File: config.mk
export PLATFORM = sky130hd
export DESIGN_NAME = sidi_audio_out
export DESIGN_NICKNAME = d
export VERILOG_FILES = /design/src/rtl/sidi_audio_out.sv
export SDC_FILE = /design/constraint.sdc
export NUM_CORES = 1
export LEC_CHECK = 0
export CAP_MARGIN = 5
export CORE_ASPECT_RATIO = 0.9
export CORE_UTILIZATION = 46
export CTS_CLUSTER_DIAMETER = 60
export CTS_CLUSTER_SIZE = 14
export DETAILED_ROUTE_END_ITERATION = 8
export PLACE_DENSITY = 0.69
export SLEW_MARGIN = 20
export SYNTH_ARGS = -nofsm -noshare
export SYNTH_HDL_FRONTEND = slang
export SYNTH_SLANG_ARGS = --single-unit
File: constraint.sdc
create_clock -name clk_sys -period 2.15 [get_ports clk_sys]
set_clock_uncertainty 0.15 [all_clocks]
set_input_delay 0.645 -clock clk_sys [delete_from_list [all_inputs] [get_ports clk_sys]]
set_output_delay 0.645 -clock clk_sys [all_outputs]
set_load 0.02 [all_outputs]
File: src/rtl/sidi_audio_out.sv
// -----------------------------------------------------------------------------
// sidi_audio_out
//
// Stereo audio output stage. It takes signed samples on a one-cycle strobe,
// applies a 0..3 bit left-shift gain with saturation, and holds the result.
// From the held values it drives first-order sigma-delta bitstreams and
// offset-binary parallel DAC words.
//
// Pipeline:  sample_valid -> stage 1 (gain/saturate) -> stage 2 (offset-binary
//            hold, mute) -> DAC register and sigma-delta accumulators.
//
// Handshake: sample_valid is a one-cycle strobe with no ready. Every strobe
//            outside reset is accepted, including back-to-back strobes.
//
// Ports:
//   clk_sys       in   system clock, rising edge
//   reset         in   synchronous, active-high reset
//   sample_l/_r   in   IN_W-bit signed samples, taken when sample_valid is high
//   sample_valid  in   one-cycle input strobe
//   gain          in   left shift 0..3, taken with the samples
//   mute          in   level; forces midscale into the hold registers
//   clip_clr      in   clears the sticky clip flag (a same-cycle set wins)
//   AUDIO_L/_R    out  sigma-delta bitstreams
//   DAC_L/_R      out  DAC_W-bit offset-binary words
//   clip          out  sticky saturation flag
// -----------------------------------------------------------------------------
module sidi_audio_out #(
    parameter int IN_W  = 16,
    parameter int DAC_W = 11
) (
    input  logic             clk_sys,
    input  logic             reset,
    input  logic [IN_W-1:0]  sample_l,
    input  logic [IN_W-1:0]  sample_r,
    input  logic             sample_valid,
    input  logic [1:0]       gain,
    input  logic             mute,
    input  logic             clip_clr,
    output logic             AUDIO_L,
    output logic             AUDIO_R,
    output logic [DAC_W-1:0] DAC_L,
    output logic [DAC_W-1:0] DAC_R,
    output logic             clip
);

    localparam int EXT_W = IN_W + 3;

    localparam logic [IN_W-1:0]  MIDSCALE = {1'b1, {(IN_W-1){1'b0}}};
    localparam logic [IN_W-1:0]  MAX_POS  = {1'b0, {(IN_W-1){1'b1}}};
    localparam logic [IN_W-1:0]  MAX_NEG  = {1'b1, {(IN_W-1){1'b0}}};
    localparam logic [DAC_W-1:0] DAC_MID  = {1'b1, {(DAC_W-1){1'b0}}};

    // Returns {saturated, value}. The shift is done at IN_W+3 bits so no
    // magnitude is lost; the result fits in IN_W bits only when every bit
    // from the sign bit down to bit IN_W-1 agrees.
    function automatic logic [IN_W:0] gain_sat(input logic [IN_W-1:0] s,
                                               input logic [1:0]      g);
        logic [EXT_W-1:0] ext;
        logic [EXT_W-1:0] shifted;
        logic [3:0]       top;
        ext     = {{3{s[IN_W-1]}}, s};
        shifted = ext << g;
        top     = shifted[EXT_W-1:IN_W-1];
        if (top == 4'b0000 || top == 4'b1111) begin
            gain_sat = {1'b0, shifted[IN_W-1:0]};
        end else if (shifted[EXT_W-1]) begin
            gain_sat = {1'b1, MAX_NEG};
        end else begin
            gain_sat = {1'b1, MAX_POS};
        end
    endfunction

    // Stage 1
    logic [IN_W-1:0]  s1_l_q, s1_l_d;
    logic [IN_W-1:0]  s1_r_q, s1_r_d;
    logic             s1_vld_q, s1_vld_d;
    logic             clip_evt_q, clip_evt_d;
    // Stage 2 / outputs
    logic [IN_W-1:0]  held_l_q, held_l_d;
    logic [IN_W-1:0]  held_r_q, held_r_d;
    logic [DAC_W-1:0] dac_l_q, dac_l_d;
    logic [DAC_W-1:0] dac_r_q, dac_r_d;
    // The accumulator MSB is the registered carry, so it doubles as the
    // bitstream output bit.
    logic [IN_W:0]    acc_l_q, acc_l_d;
    logic [IN_W:0]    acc_r_q, acc_r_d;
    logic             clip_q, clip_d;

    logic [IN_W:0]    sat_l;
    logic [IN_W:0]    sat_r;

    always_comb begin
        sat_l      = gain_sat(sample_l, gain);
        sat_r      = gain_sat(sample_r, gain);

        s1_l_d     = s1_l_q;
        s1_r_d     = s1_r_q;
        if (sample_valid) begin
            s1_l_d = sat_l[IN_W-1:0];
            s1_r_d = sat_r[IN_W-1:0];
        end
        s1_vld_d   = sample_valid;
        clip_evt_d = sample_valid & (sat_l[IN_W] | sat_r[IN_W]);

        // Inverting the sign bit converts two's complement to offset binary.
        held_l_d = held_l_q;
        held_r_d = held_r_q;
        if (s1_vld_q) begin
            held_l_d = {~s1_l_q[IN_W-1], s1_l_q[IN_W-2:0]};
            held_r_d = {~s1_r_q[IN_W-1], s1_r_q[IN_W-2:0]};
        end
        // Mute overrides any load and acts on its own, without a valid.
        if (mute) begin
            held_l_d = MIDSCALE;
            held_r_d = MIDSCALE;
        end

        dac_l_d = held_l_q[IN_W-1 -: DAC_W];
        dac_r_d = held_r_q[IN_W-1 -: DAC_W];

        // Drop the previous carry and add the held level: the carry out
        // density equals held / 2^IN_W.
        acc_l_d = {1'b0, acc_l_q[IN_W-1:0]} + {1'b0, held_l_q};
        acc_r_d = {1'b0, acc_r_q[IN_W-1:0]} + {1'b0, held_r_q};

        clip_d = clip_q;
        if (clip_clr) begin
            clip_d = 1'b0;
        end
        if (clip_evt_q) begin
            clip_d = 1'b1;
        end
    end

    always_ff @(posedge clk_sys) begin
        if (reset) begin
            s1_l_q     <= '0;
            s1_r_q     <= '0;
            s1_vld_q   <= 1'b0;
            clip_evt_q <= 1'b0;
            held_l_q   <= MIDSCALE;
            held_r_q   <= MIDSCALE;
            dac_l_q    <= DAC_MID;
            dac_r_q    <= DAC_MID;
            acc_l_q    <= '0;
            acc_r_q    <= '0;
            clip_q     <= 1'b0;
        end else begin
            s1_l_q     <= s1_l_d;
            s1_r_q     <= s1_r_d;
            s1_vld_q   <= s1_vld_d;
            clip_evt_q <= clip_evt_d;
            held_l_q   <= held_l_d;
            held_r_q   <= held_r_d;
            dac_l_q    <= dac_l_d;
            dac_r_q    <= dac_r_d;
            acc_l_q    <= acc_l_d;
            acc_r_q    <= acc_r_d;
            clip_q     <= clip_d;
        end
    end

    assign AUDIO_L = acc_l_q[IN_W];
    assign AUDIO_R = acc_r_q[IN_W];
    assign DAC_L   = dac_l_q;
    assign DAC_R   = dac_r_q;
    assign clip    = clip_q;

endmodule

---- Yosys cells after proc, flatten, opt, wreduce, memory -nomap -nowiden ----
Cells that the tools add are included.
word-level totals
  output and inout port bits .............. 25
  bits in registers ....................... 123
  input port bits ......................... 39
  logic and storage cells ................. 33
operators by class
  $add $sub $neg .......................... 2
  eq/ne operators ......................... 2
  shifts and indexed selects .............. 2
  reductions and logical operators ........ 6
  bitwise operators ....................... 4
  multiplexer cells ....................... 6
operators with widths
  operator                                       count
  19-bit by 2-bit << shifter with 19-bit output  2
  16-bit by 16-bit adder with 17-bit output      2
  17-bit two-way mux                             2
  16-bit two-way mux                             2
  4-bit == test (second input constant)          2
  4-bit zero test                                2
  1-bit logical OR                               2
  1-bit two-way mux                              2
  1-bit inverter                                 2
  2-bit nonzero test                             1
  2-bit OR reduction                             1
  1-bit AND                                      1
  1-bit OR                                       1

---- Depth between registers and ports, before layout ----
  depth in word-level cells ............... 6
  gate-level depth with buffers ........... 8
  depth with buffers taken out ............ 7

---- Worst setup path before layout ----
No wires, ideal clock.
  path type ............................... register to register
  from .................................... register held_l_q[0]
  to ...................................... register acc_l_q[8]
  path slack .............................. -194 ps
  stages on the path, launching flop included .. 8
  data required time ...................... 1877 ps
  buffers on the path ..................... 0
  clock period less this slack ............ 2344 ps
  library setup time ...................... 123 ps
  arrival time ............................ 2070 ps
  path through ............................ dfxtp_1 > ha_1 > fa_1 > a21o_2 > a311oi_4 > o21bai_1 > a21oi_1 > mux2_1
on the way
  word-level cells in the longest chain between the ends .. 1
RTL lines
  what                                       line  RTL
  start, declared                            79    logic [IN_W-1:0] held_l_q, held_l_d;
  start signal, assigned                     153   held_l_q <= held_l_d;
  16-bit by 16-bit adder with 17-bit output  123   acc_l_d = {1'b0, acc_l_q[IN_W-1:0]} + {1'b0, held_l_q};
  end signal, assigned                       157   acc_l_q <= acc_l_d;
  end, declared                              85    logic [IN_W:0] acc_l_q, acc_l_d;
Every way passes these cells.
A chain may end at the register's enable or synchronous reset.

---- Worst setup path in the final report ----
  from .................................... register held_l_q[0]
  to ...................................... register acc_l_q[12]
The elaborated chain is that of the path after synthesis.

==> impl_summary.md <==
Place
The routability congestion estimate is 0.836. In this run the cell area measured after placement is 7500 um2. Detailed placement finished with a half-perimeter wire length of 10.3 mm. The count of input and output buffers is 63.

Synth
Synthesis produced a netlist whose cell count is around 660. For this run, the register share of the synthesized area comes to 38.9%. Each instance of the synthesized netlist takes up on average a little under 10 um2. The mapped netlist covers between 6000 and 7000 um2.

The number of nets in the synthesized netlist is 730. The number of enable-type register cells in the synthesized netlist is 0. The flip-flop cell with the highest count after synthesis is sky130_fd_sc_hd__dfxtp_1. After synthesis, the most frequently instantiated cells are sky130_fd_sc_hd__dfxtp_1, sky130_fd_sc_hd__nor2_1, sky130_fd_sc_hd__a21oi_1. The count of unique library cells instantiated by Yosys is 61.

The largest area contributor in the synthesized netlist is sky130_fd_sc_hd__dfxtp_1. The share of flip-flops with an asynchronous set or reset after synthesis is 0%. sky130_fd_sc_hd__dfxtp_1 is the most common cell in the netlist. The top cell type's share of synthesized area is 38.9%. After synthesis, the cell types taking the most area are sky130_fd_sc_hd__dfxtp_1, sky130_fd_sc_hd__mux4_2, sky130_fd_sc_hd__ha_1, sky130_fd_sc_hd__mux2i_1, sky130_fd_sc_hd__nor2_1.

Counting flops and latches in the post-synthesis netlist gives 123. For this run, the number of Yosys warnings is 0.

Power
Across the VDD grid, the largest voltage drop is 0.000536 V. The leakage power figure is 3.49 nW. The power density normalized to cell area is between 700 and 800 nW/um2.

Setup path
STA classifies the critical path endpoint as a flop. The largest fanout on the critical path is 4. The startpoint identified for the worst register-to-register timing path is held_l_q[0]$_SDFFE_PP0P_. The data arrival time of the critical path is 2.49 ns.

The data required time at the worst endpoint is 2.30 ns. The sort of element at the start of the critical path is a flop. The category of the most critical setup path is reg2reg. The launching element of the worst setup path is held_l_q[0]$_SDFFE_PP0P_.

Global routing
The maximum number of pins on one net before global-route repair is 35. The first-pass GRT wire length is 23.6 mm. The number of antenna violations at the first check in global routing is 0. Global routing finished with a remaining overflow of 0. The number of global-route vias before repair was 5004. Global routing consumed, over all layers together, 20.6% of the routing resources.

Drt
Dividing the detail-routed via count by the number of cells gives 5.48. The via count of the routed design is about 5200. The routed wire length is roughly 15 mm.

The number of design rule violations left after detail routing is 5. The number of iterations in the first detailed-routing pass is 8. The DRC marker count from the first detailed-route iteration is 330. The routed wirelength normalized by instance count is between 15 and 20 um. The remaining number of nets flagged by the antenna check after routing is 0.

STA
Setup repair after global routing could not meet its margin everywhere. The number of endpoints failing setup at the final stage is 6. After layout, the worst path uses 109% of the clock period.

The maximum clock frequency is 427 MHz. The number of failing hold endpoints at the final stage came to 0. In this run the tightest slew margin relative to its limit is 57.8%. The worst path in the final design needs a cycle of 2.34 ns, including I/O delays and setup. At the pin with the least slew margin, the transition time is 0.633 ns. The final-report max-slew violation count is 0. The minimum setup slack in the final design is -0.192 ns.

Floorplanning
After floorplanning, the core was divided into 40 placement rows. The region available for standard cell placement spans ~13000 um2. The top-level port count is 64.

The die boundary height is 113 um. The x dimension of the die is 126 um. The initial cell density of the core is 47.2%.

The die covers 14200 um2.

Finish
The number of fillers in the final layout is 1097. The layout-stage area growth over the synthesis result is 31.4%. The diode insertion count for antenna repair is 0. At the end of the flow the core is filled with cells to 62.0%. The final net count is 838. After routing the design area is roughly 8300 um2. The fraction of final layout cells sized beyond drive strength 1 is between 20% and 30%.

Status
The flow ran to the end, but the final reports show violations. The final reports fail on design-rule violations, negative setup slack.

Clocking
The number of CTS-inserted buffers is 17. The clock root buffer master is sky130_fd_sc_hd__clkbuf_16. The sink count of the clock tree is 123. TritonCTS built the clock tree. The later pin in the worst-skew pair is clocked with a latency of roughly 0.41 ns. The clock passes through at most 2 buffers. Clock-pin slew was measured on the worst setup and hold paths at roughly 0.06 ns. The H-tree generated during clock tree synthesis spans 4 levels.

Job
The max-cap violation count is 0.

Min path
The startpoint of the lowest-slack hold path is clip_evt_q$_SDFF_PP0_. The path class of the lowest-slack min-delay path is reg2reg.
routing by layer:
metal / global-route usage [%] / up-vias / wire length, um
li1: - / 2598 / -
met1: 27.9 / 2420 / 7090
met2: 32.4 / 144 / 6610
met3: 3.40 / 25 / 564
met4: 9.35 / 0 / 250
met5: 0 / - / 0
logic make-up (layout without fill, tap and decap cells):
kind of cell | Yosys count | count (layout) | share of synthesized area (%)
adders and majority gates | 34 | 34 | 6.95
buffers and inverters | 46 | 167 | 4.09
xor gates and xnor gates | 9 | 9 | 1.24
muxes | 68 | 68 | 15.3
AOI/OAI and AO/OA | 139 | 139 | 15.4
DFF | 123 | 123 | 38.9
and+or+nand+nor | 238 | 238 | 18.1
cells in the final DEF, fill, tap and decap left out, types with 6 or more instances in the layout:
cell / synthesis / routed
sky130_fd_sc_hd__ha_1: 32 / 27
sky130_fd_sc_hd__dlymetal6s2s_1: 0 / 8
sky130_fd_sc_hd__a21o_1: 8 / 8
sky130_fd_sc_hd__o21ai_0: 19 / 16
sky130_fd_sc_hd__mux4_2: 22 / 22
sky130_fd_sc_hd__clkbuf_16: 0 / 17
sky130_fd_sc_hd__nor2b_1: 36 / 36
sky130_fd_sc_hd__a21oi_1: 53 / 50
sky130_fd_sc_hd__nor2_1: 97 / 97
sky130_fd_sc_hd__mux2i_1: 38 / 38
sky130_fd_sc_hd__clkdlybuf4s50_1: 0 / 52
sky130_fd_sc_hd__inv_1: 6 / 6
sky130_fd_sc_hd__a211oi_1: 8 / 6
sky130_fd_sc_hd__buf_4: 6 / 59
sky130_fd_sc_hd__o21a_1: 6 / 6
sky130_fd_sc_hd__nand2_1: 28 / 28
sky130_fd_sc_hd__nor3_1: 39 / 39
sky130_fd_sc_hd__nand4_1: 6 / 6
sky130_fd_sc_hd__dfxtp_1: 123 / 118
sky130_fd_sc_hd__buf_12: 0 / 7
flip-flops by register name, indices dropped and copies added (netlist names):
signal	cells
clip	1
DAC_L	11
acc_l_q	17
s1_vld_q	1
s1_l_q	16
s1_r_q	16
held_r_q	16
held_l_q	16
acc_r_q	17
clip_evt_q	1
DAC_R	11
stage by stage:
stage	total power, mW	std cells	hold slack [ns]	TNS [ns]	worst slack [ns]
global route	6.45	946	0.364	-1.03	-0.231
floorplan	2.93	657	0.263	-0.00854	-0.00854
CTS	6.23	944	0.322	-0.586	-0.156
finish	6.21	946	0.324	-0.768	-0.192
detailed placement	3.21	907	0.288	-8.30	-0.328
global placement	3.19	907	0.280	-6.84	-0.241
area by class of cell:
type / instances / area, um2 / share of cell area (%)
inverter: 6 / 22.5 / 0.271
clock inverter: 13 / 190 / 2.29
multi-input combinational: 488 / 3760 / 45.2
timing repair buffer: 129 / 1230 / 14.8
tap: 168 / 210 / 2.53
sequential: 123 / 2470 / 29.7
clock buffer: 19 / 443 / 5.32
where the power goes:
part	total, mW	leakage (nW)	switching [mW]	internal (mW)
Sequential	2.44	1.00	0.0591	2.38
Combinational	0.754	2.19	0.366	0.388
Clock	3.02	0.297	1.04	1.98
final timing paths:
kind / cells past startpoint / slack, ns / to
worst max-delay path: 8 / -0.19 / acc_l_q[12]$_SDFF_PP0_
worst min-delay path: 2 / 0.32 / clip$_SDFFE_PP0P_
worst max register to register: 8 / -0.19 / acc_l_q[12]$_SDFF_PP0_
worst min register to register: 2 / 0.32 / clip$_SDFFE_PP0P_
repair_timing:
item | 4_1_cts | 5_1_grt
endpoints found under the setup margin | 9 | 35
resized for setup | 9 | 27
buffers inserted | 5 | 3
hold buffers | 0 | 0
pin swaps | 5 | 11
worst max-delay path: stages (launching register included):
cell and delay (ns):
sky130_fd_sc_hd__dfxtp_2 0.33, sky130_fd_sc_hd__ha_4 0.16, sky130_fd_sc_hd__fa_2 0.37, sky130_fd_sc_hd__a21o_4 0.23, sky130_fd_sc_hd__a311oi_4 0.28, sky130_fd_sc_hd__buf_4 0.19
sky130_fd_sc_hd__o31ai_4 0.07, sky130_fd_sc_hd__a21oi_2 0.15, sky130_fd_sc_hd__mux2_4 0.30
Note: power is estimated with default switching activity, not from simulation.
